<file path="src/rtl/rx_sample_framer.sv">
// Receive capture front end: range-gate delay, decimation and
// {I,Q} word framing toward the BRAM writer.
module rx_sample_framer #(
  parameter int DEC_W = 16,
  parameter int OVF_W = 16
) (
  input  logic             clk,
  input  logic             rst,
  input  logic             start,
  input  logic [31:0]      delay_cfg,
  input  logic [31:0]      nsamp_cfg,
  input  logic [DEC_W-1:0] dec_cfg,
  input  logic             in_valid,
  input  logic [15:0]      in_i,
  input  logic [15:0]      in_q,
  input  logic             busy_in,
  output logic             valid,
  output logic [31:0]      datos,
  output logic             active,
  output logic             done,
  output logic [OVF_W-1:0] ovf_cnt
);

  typedef enum logic [1:0] {
    IDLE,
    DELAY,
    CAPTURE,
    DONE
  } state_t;

  state_t           state;
  logic [31:0]      delay_r;
  logic [31:0]      nsamp_r;
  logic [DEC_W-1:0] dec_r;
  logic [31:0]      dly_cnt;
  logic [31:0]      word_cnt;
  logic [DEC_W-1:0] phase;

  logic             last_dly;
  logic             last_word;
  logic             last_phase;
  logic             ovf_full;

  assign last_dly   = (dly_cnt + 32'd1) == delay_r;
  assign last_word  = (word_cnt + 32'd1) == nsamp_r;
  assign last_phase = phase == (dec_r - DEC_W'(1));
  assign ovf_full   = ovf_cnt == {OVF_W{1'b1}};

  always_ff @(posedge clk) begin
    if (!rst) begin
      state    <= IDLE;
      valid    <= 1'b0;
      datos    <= '0;
      active   <= 1'b0;
      done     <= 1'b0;
      ovf_cnt  <= '0;
      delay_r  <= '0;
      nsamp_r  <= '0;
      dec_r    <= '0;
      dly_cnt  <= '0;
      word_cnt <= '0;
      phase    <= '0;
    end else begin
      valid <= 1'b0;
      done  <= 1'b0;
      unique case (state)
        IDLE: begin
          if (start) begin
            delay_r  <= delay_cfg;
            nsamp_r  <= nsamp_cfg;
            dec_r    <= (dec_cfg == '0) ? DEC_W'(1) : dec_cfg;
            dly_cnt  <= '0;
            word_cnt <= '0;
            phase    <= '0;
            ovf_cnt  <= '0;
            if (nsamp_cfg == 32'd0) begin
              state  <= DONE;
              active <= 1'b0;
            end else if (delay_cfg == 32'd0) begin
              state  <= CAPTURE;
              active <= 1'b1;
            end else begin
              state  <= DELAY;
              active <= 1'b1;
            end
          end
        end
        DELAY: begin
          // the delay-th sample is swallowed here, not captured
          if (in_valid) begin
            if (last_dly) begin
              state <= CAPTURE;
              phase <= '0;
            end else begin
              dly_cnt <= dly_cnt + 32'd1;
            end
          end
        end
        CAPTURE: begin
          if (in_valid) begin
            phase <= last_phase ? '0 : phase + DEC_W'(1);
            if (phase == '0) begin
              // dropped words still count so the window length is fixed
              word_cnt <= word_cnt + 32'd1;
              if (!busy_in) begin
                valid <= 1'b1;
                datos <= {in_i, in_q};
              end else if (!ovf_full) begin
                ovf_cnt <= ovf_cnt + OVF_W'(1);
              end
              if (last_word) begin
                state  <= DONE;
                active <= 1'b0;
              end
            end
          end
        end
        DONE: begin
          done  <= 1'b1;
          state <= IDLE;
        end
      endcase
    end
  end

endmodule

</file>
<file path="config.mk">
export PLATFORM = sky130hd
export DESIGN_NAME = rx_sample_framer
export DESIGN_NICKNAME = d
export VERILOG_FILES = /design/src/rtl/rx_sample_framer.sv
export SDC_FILE = /design/constraint.sdc
export NUM_CORES = 1
export LEC_CHECK = 0
export BUFFER_PORTS_ARGS = -buffer_cell sky130_fd_sc_hd__clkbuf_2
export CAP_MARGIN = 20
export CORE_MARGIN = 5
export CORE_UTILIZATION = 25
export CTS_CLUSTER_SIZE = 14
export DETAILED_ROUTE_END_ITERATION = 8
export SKIP_LAST_GASP = 1
export SLEW_MARGIN = 25
export SYNTH_ARGS = -nofsm -noshare
export SYNTH_HDL_FRONTEND = slang
export SYNTH_SLANG_ARGS = --single-unit
</file>
<file path="constraint.sdc">
create_clock -name clk -period 8.47 [get_ports clk]
set_clock_uncertainty 0.1 [all_clocks]
set_input_delay 0.4235 -clock clk [delete_from_list [all_inputs] [get_ports clk]]
set_output_delay 0.4235 -clock clk [all_outputs]
set_load 0.05 [all_outputs]
</file>
# After elaboration in Yosys (flattened, before gate mapping)

Index checks and enable logic that the tools add are counted.

Register bits: 213
Latch bits: 0
RAM bits: 0
Memory bits (read-only): 0
Input port bits: 117
Output and inout port bits: 51
Logic and storage cells: 87
Memories kept: 0

$add $sub $neg: 5
Multiply operators: 0
Divide/modulo/power cells: 0
Order comparisons: 0
Equal/unequal tests: 16
Shift operators: 0
Multiplexer cells: 36
Bitwise logic cells: 1
Reductions and logical operators: 17

Operators with widths:

| cell                  | number |
|---|---|
| $mux 16               | 10 |
| $mux 32               | 5 |
| $pmux 32 s2           | 2 |
| $add 32x1->32 const B | 2 |
| $eq 32x32->1          | 2 |
| $logic_not 32->1      | 2 |
| $pmux 16 s3           | 1 |
| $add 16x1->16 const B | 2 |
| $logic_not 16->1      | 2 |
| $pmux 16 s2           | 1 |
| $ne 2x2->1 const B    | 9 |
| $eq 16x16->1          | 1 |
| $eq 16x16->1 const B  | 1 |
| $mux 2                | 8 |
| $reduce_and 4->1      | 4 |
| $sub 16x1->16 const B | 1 |
| $reduce_and 6->1      | 2 |
| $reduce_and 5->1      | 2 |
| $pmux 2 s4            | 1 |
| $mux 1                | 7 |
| $eq 2x2->1 const B    | 2 |
| $reduce_bool 2->1     | 2 |
| $reduce_bool 3->1     | 1 |
| $eq 2x1->1 const B    | 1 |
| other kinds (4)       | 4 |

# Logic depth before layout (Yosys ltp)

Depth in word-level cells: 6
Depth in mapped cells: 14
Mapped depth without buffers: 11

# Worst setup path after synthesis

OpenSTA, ideal clock, no wires.

Kind: flip-flop to flip-flop
From: register dec_r[0]
To: register phase[11]
Setup time: 0.117 ns
Data arrival time: 3.094 ns
Required time: 8.253 ns
Setup slack: 5.159 ns
Cell stages (with the launch flop): 13
Buffers on the path: 2
Clock period less this slack: 3.311 ns
Path through: dfxtp_1 -> buf_2 -> inv_1 -> ha_1 -> nor3b_1 -> nand4_1 -> mux2_2 -> o211ai_1 -> o211ai_1 -> o41ai_2 -> buf_2 -> o211ai_1 -> a32o_1

Word-level cells in the longest chain between the ends: 5

RTL lines:

| item                     | RTL line | text |
|---|---|---|
| start: declaration       | 34       | `logic [DEC_W-1:0] dec_r;` |
| start signal: assignment | 71       | `dec_r <= (dec_cfg == '0) ? DEC_W'(1) : dec_cfg;` |
| $sub 16x1->16            | 46       | `assign last_phase = phase == (dec_r - DEC_W'(1));` |
| $eq 16x16->1             | 46       |  |
| $mux 16                  | 101      | `phase <= last_phase ? '0 : phase + DEC_W'(1);` |
| $mux 16                  | 100      | `if (in_valid) begin` |
| $pmux 16 s3              | 66       | `unique case (state)` |
| end signal: assignment   | 101      |  |
| end: declaration         | 37       | `logic [DEC_W-1:0] phase;` |

Every way passes these cells. The select of a mux whose other input is x is not followed.
A chain may end at the register's enable or synchronous reset.

# Final worst setup path

From: register dly_cnt[0]
To: register phase[14]

Word-level cells in the longest chain between the ends: 4

RTL lines:

| item                       | RTL line | text |
|---|---|---|
| start: declaration         | 35       | `logic [31:0] dly_cnt;` |
| start signal: assignment   | 95       | `dly_cnt <= dly_cnt + 32'd1;` |
| $add 32x1->32              | 44       | `assign last_dly = (dly_cnt + 32'd1) == delay_r;` |
| $eq 32x32->1               | 44       |  |
| $ne 2x2->1 (no line)       | --       |  |
| $reduce_and 5->1 (no line) | --       |  |

Every way passes these cells.

==> metrics <==
cell class contributing the biggest share of worst-path delay simple AND/OR/NAND/NOR gates; Cell variety after synth 87; number of synthesized register bits 213; Fin. Hold Viols 0; hold_buf cts 64; ANT cells 0; count of input and output buffers 167; worst-path fanout max 19; worst-case headroom to the max-slew limit 0.3343; maximum number of pins on one net before global-route repair 113; setup slack at placement 4157 ps; setup repair bufs after CTS 0; Sum Neg Setup Slack 0 ps; via count of the first global-routing pass 12.08k; worst r2r path cells 10; Die Width 231.2 um; slowest CP cell sky130_fd_sc_hd__o31ai_4; Crit Path Category flip-flop to flip-flop; synthesis warning total 0; Levels on crit path 10; Max Fclk 225.7 MHz; via count 12.60k; die boundary height 231.2 um; cell count after synthesis 1628; Leak Pwr 5.316 nW; root buffer cell sky130_fd_sc_hd__clkbuf_16; initial core utilization 0.2515; category of the worst setup path capture point flip-flop; final std cell area, no fill 14980 um^2; Layout Area Growth over Synthesis 22.45%; Core Region 48650 um^2; Fill cells 5156; run status finished, final reports clean; number of remaining DRC errors 0; post-synthesis instance area 12230 um^2; fraction of registers with async set or reset after synthesis 0; gp weighted congestion 0.9546; clock input transition at the sequential cells of the worst setup and hold paths 60 ps; Post-Route WL 40270 um; sum of internal, switching and leakage power 0.003306 W; Resized cells post-CTS 0; worst voltage drop across the vdd grid 0.1954 mV; mean routed wirelength per cell 16.65 um; total gr overflow 0; number of enable-type register cells in the synthesized netlist 0; mean area per synthesized cell 7.514 um^2; global-route wire length before repair 64390 um; Num Clock Sinks 213; number of buffer and inverter stages on the critical path 0; maximum buffer depth of the clock tree 3; number of instances on the worst hold path 3; path class of the lowest-slack min-delay path primary input to flip-flop; number of optimization iterations in the first detailed-route pass 5; routed via count divided by cell count 5.212; endpoint arrival time on the critical path 4820 ps; maximum level of the CTS H-tree 1; final max-slew violation count 0; commonest non-fill, non-tap cells in the layout 333 x sky130_fd_sc_hd__nand2_1, 213 x sky130_fd_sc_hd__dfxtp_1, 172 x sky130_fd_sc_hd__a21oi_1; Seq/Total Area, Yosys 0.3486; area taken by flip-flops and latches 4264 um^2; RSZ-0062 raised after global routing no; Detail Placement HPWL 28050 um; multi-input combinational cell area 7383 um^2; most common library cell in the layout ignoring fill and taps sky130_fd_sc_hd__nand2_1; share of cells above drive strength 1 0.1448; P per Cell Area 220.7 nW/um^2; predominant post-synthesis flop cell sky130_fd_sc_hd__dfxtp_1; # IOs 168; startpoint kind of the worst setup timing path flip-flop; post-route fraction of the period consumed by the critical path 0.5232; total CTS buffers 27; count of nets after finishing 1907; count of final setup violators 0; Max stage delay on crit path 700 ps; GRT Util Overall 0.1442; antenna violations before repair 2; list of cells traversed by the critical path ha_1 -> nand4_1 -> nor3_1 -> a32oi_1 -> a211oi_1 -> o211ai_1 -> or3_4 -> o31ai_4 -> and2b_1 -> a41o_1; clock latency of the later-clocked register in the worst-skew pair 540 ps; clock tree from TritonCTS yes; worst slew pin tran 996.1 ps; number of violations reported at the end of detailed-routing iteration 0 1108; net count of the mapped netlist 1755; crit path setup slack, layout 4039 ps; required time of the critical path 8860 ps; Placed Instance Area 13460 um^2; total die area 53460 um^2; placement row count 81; Max Cap Viol 0; shortest period the worst path allows 4431 ps; antenna-violating nets left 0
## area by class of cell
type | count | share of cell area
clock buffers | 38 | 0.05321
multi-input cells | 1265 | 0.4929
flip-flops and latches | 213 | 0.2847
clock inverters | 7 | 0.004845
inverters | 30 | 0.007852
well taps | 622 | 0.05195
repair buffers | 243 | 0.1046
## cell families (layout without fill, tap and decap cells)
logic type / Yosys count / in the layout / share of synthesized area
AO/OA/AOI/OAI: 355 / 355 / 0.1805
XOR/XNOR: 116 / 116 / 0.08305
adder cells (fa/ha/maj): 10 / 10 / 0.01023
buffers and inverters: 150 / 318 / 0.05053
flip-flops: 213 / 213 / 0.3486
multiplexers: 10 / 10 / 0.008592
AND/OR/NAND/NOR: 774 / 774 / 0.3185
## worst register-to-register path, stage by stage, from the launching register on
cell and delay (ps):
sky130_fd_sc_hd__dfxtp_1 490, sky130_fd_sc_hd__ha_1 610, sky130_fd_sc_hd__nand4_1 240, sky130_fd_sc_hd__nor3_1 450
sky130_fd_sc_hd__a32oi_1 130, sky130_fd_sc_hd__a211oi_1 310, sky130_fd_sc_hd__o211ai_1 170, sky130_fd_sc_hd__or3_4 430
sky130_fd_sc_hd__o31ai_4 700, sky130_fd_sc_hd__and2b_1 520, sky130_fd_sc_hd__a41o_1 230
## synth_stat cells (22+ instances only)
master / count / area [um^2]
sky130_fd_sc_hd__a21oi_1: 172 / 860.8
sky130_fd_sc_hd__a31oi_1: 22 / 137.6
sky130_fd_sc_hd__and3_1: 25 / 156.4
sky130_fd_sc_hd__clkbuf_1: 93 / 349.1
sky130_fd_sc_hd__dfxtp_1: 213 / 4264
sky130_fd_sc_hd__inv_1: 29 / 108.9
sky130_fd_sc_hd__nand2_1: 334 / 1254
sky130_fd_sc_hd__nand3_1: 47 / 235.2
sky130_fd_sc_hd__nand4_1: 50 / 312.8
sky130_fd_sc_hd__nor2_1: 83 / 311.6
sky130_fd_sc_hd__nor3_1: 51 / 255.2
sky130_fd_sc_hd__nor4_1: 44 / 275.3
sky130_fd_sc_hd__o211ai_1: 25 / 187.7
sky130_fd_sc_hd__o21ai_0: 52 / 260.3
sky130_fd_sc_hd__or4_1: 24 / 180.2
sky130_fd_sc_hd__xnor2_1: 81 / 709.4
sky130_fd_sc_hd__xor2_1: 35 / 306.5
## where the power goes
| part | total (W) | internal [W] | switching, W |
|---|---|---|---|
| clock network | 0.00113 | 0.000678 | 0.000453 |
| logic | 0.00101 | 0.000336 | 0.000673 |
| registers | 0.00117 | 0.00108 | 0.0000840 |
| total | 0.00331 | 0.00210 | 0.00121 |
## layer usage
layer / global-route usage / part of all wire / vias to the layer above
met5: 0 / 0.00060 / -
met3: 0.03504 / 0.077 / 71
met1: 0.1855 / 0.43 / 5974
met2: 0.2416 / 0.46 / 415
li1: - / - / 6138
met4: 0.04086 / 0.028 / 4
## registers in the layout, indices dropped and copies added, names as in the netlist
signal    flops
phase        16
done          1
active        1
dec_r        16
word_cnt     32
datos        32
state         2
delay_r      32
ovf_cnt      16
nsamp_r      32
valid         1
dly_cnt      32
## per-stage QoR
| step | cells | utilization | hold slack, ps |
|---|---|---|---|
| 3_5_place_dp | 2309 | 0.2768 | 348.5 |
| 5_1_grt | 2418 | 0.3079 | 21.26 |
| 2_1_floorplan | 1628 | - | 336.3 |
| 6_report | 2418 | 0.3079 | 33.43 |
| 3_3_place_gp | 2309 | 0.2768 | 342.4 |
| 4_1_cts | 2418 | 0.3078 | 1.130 |
## path summary, 6_finish.rpt
kind	from	endpoint	slack (ps)
setup / recovery	dly_cnt[0]	phase[14]	4040
hold reg to reg	datos[18]	datos[18]	350
setup reg to reg	dly_cnt[0]	phase[14]	4040
hold / removal	delay_cfg[19]	delay_r[19]	30
No activity file was read; power rests on OpenSTA's default activity.
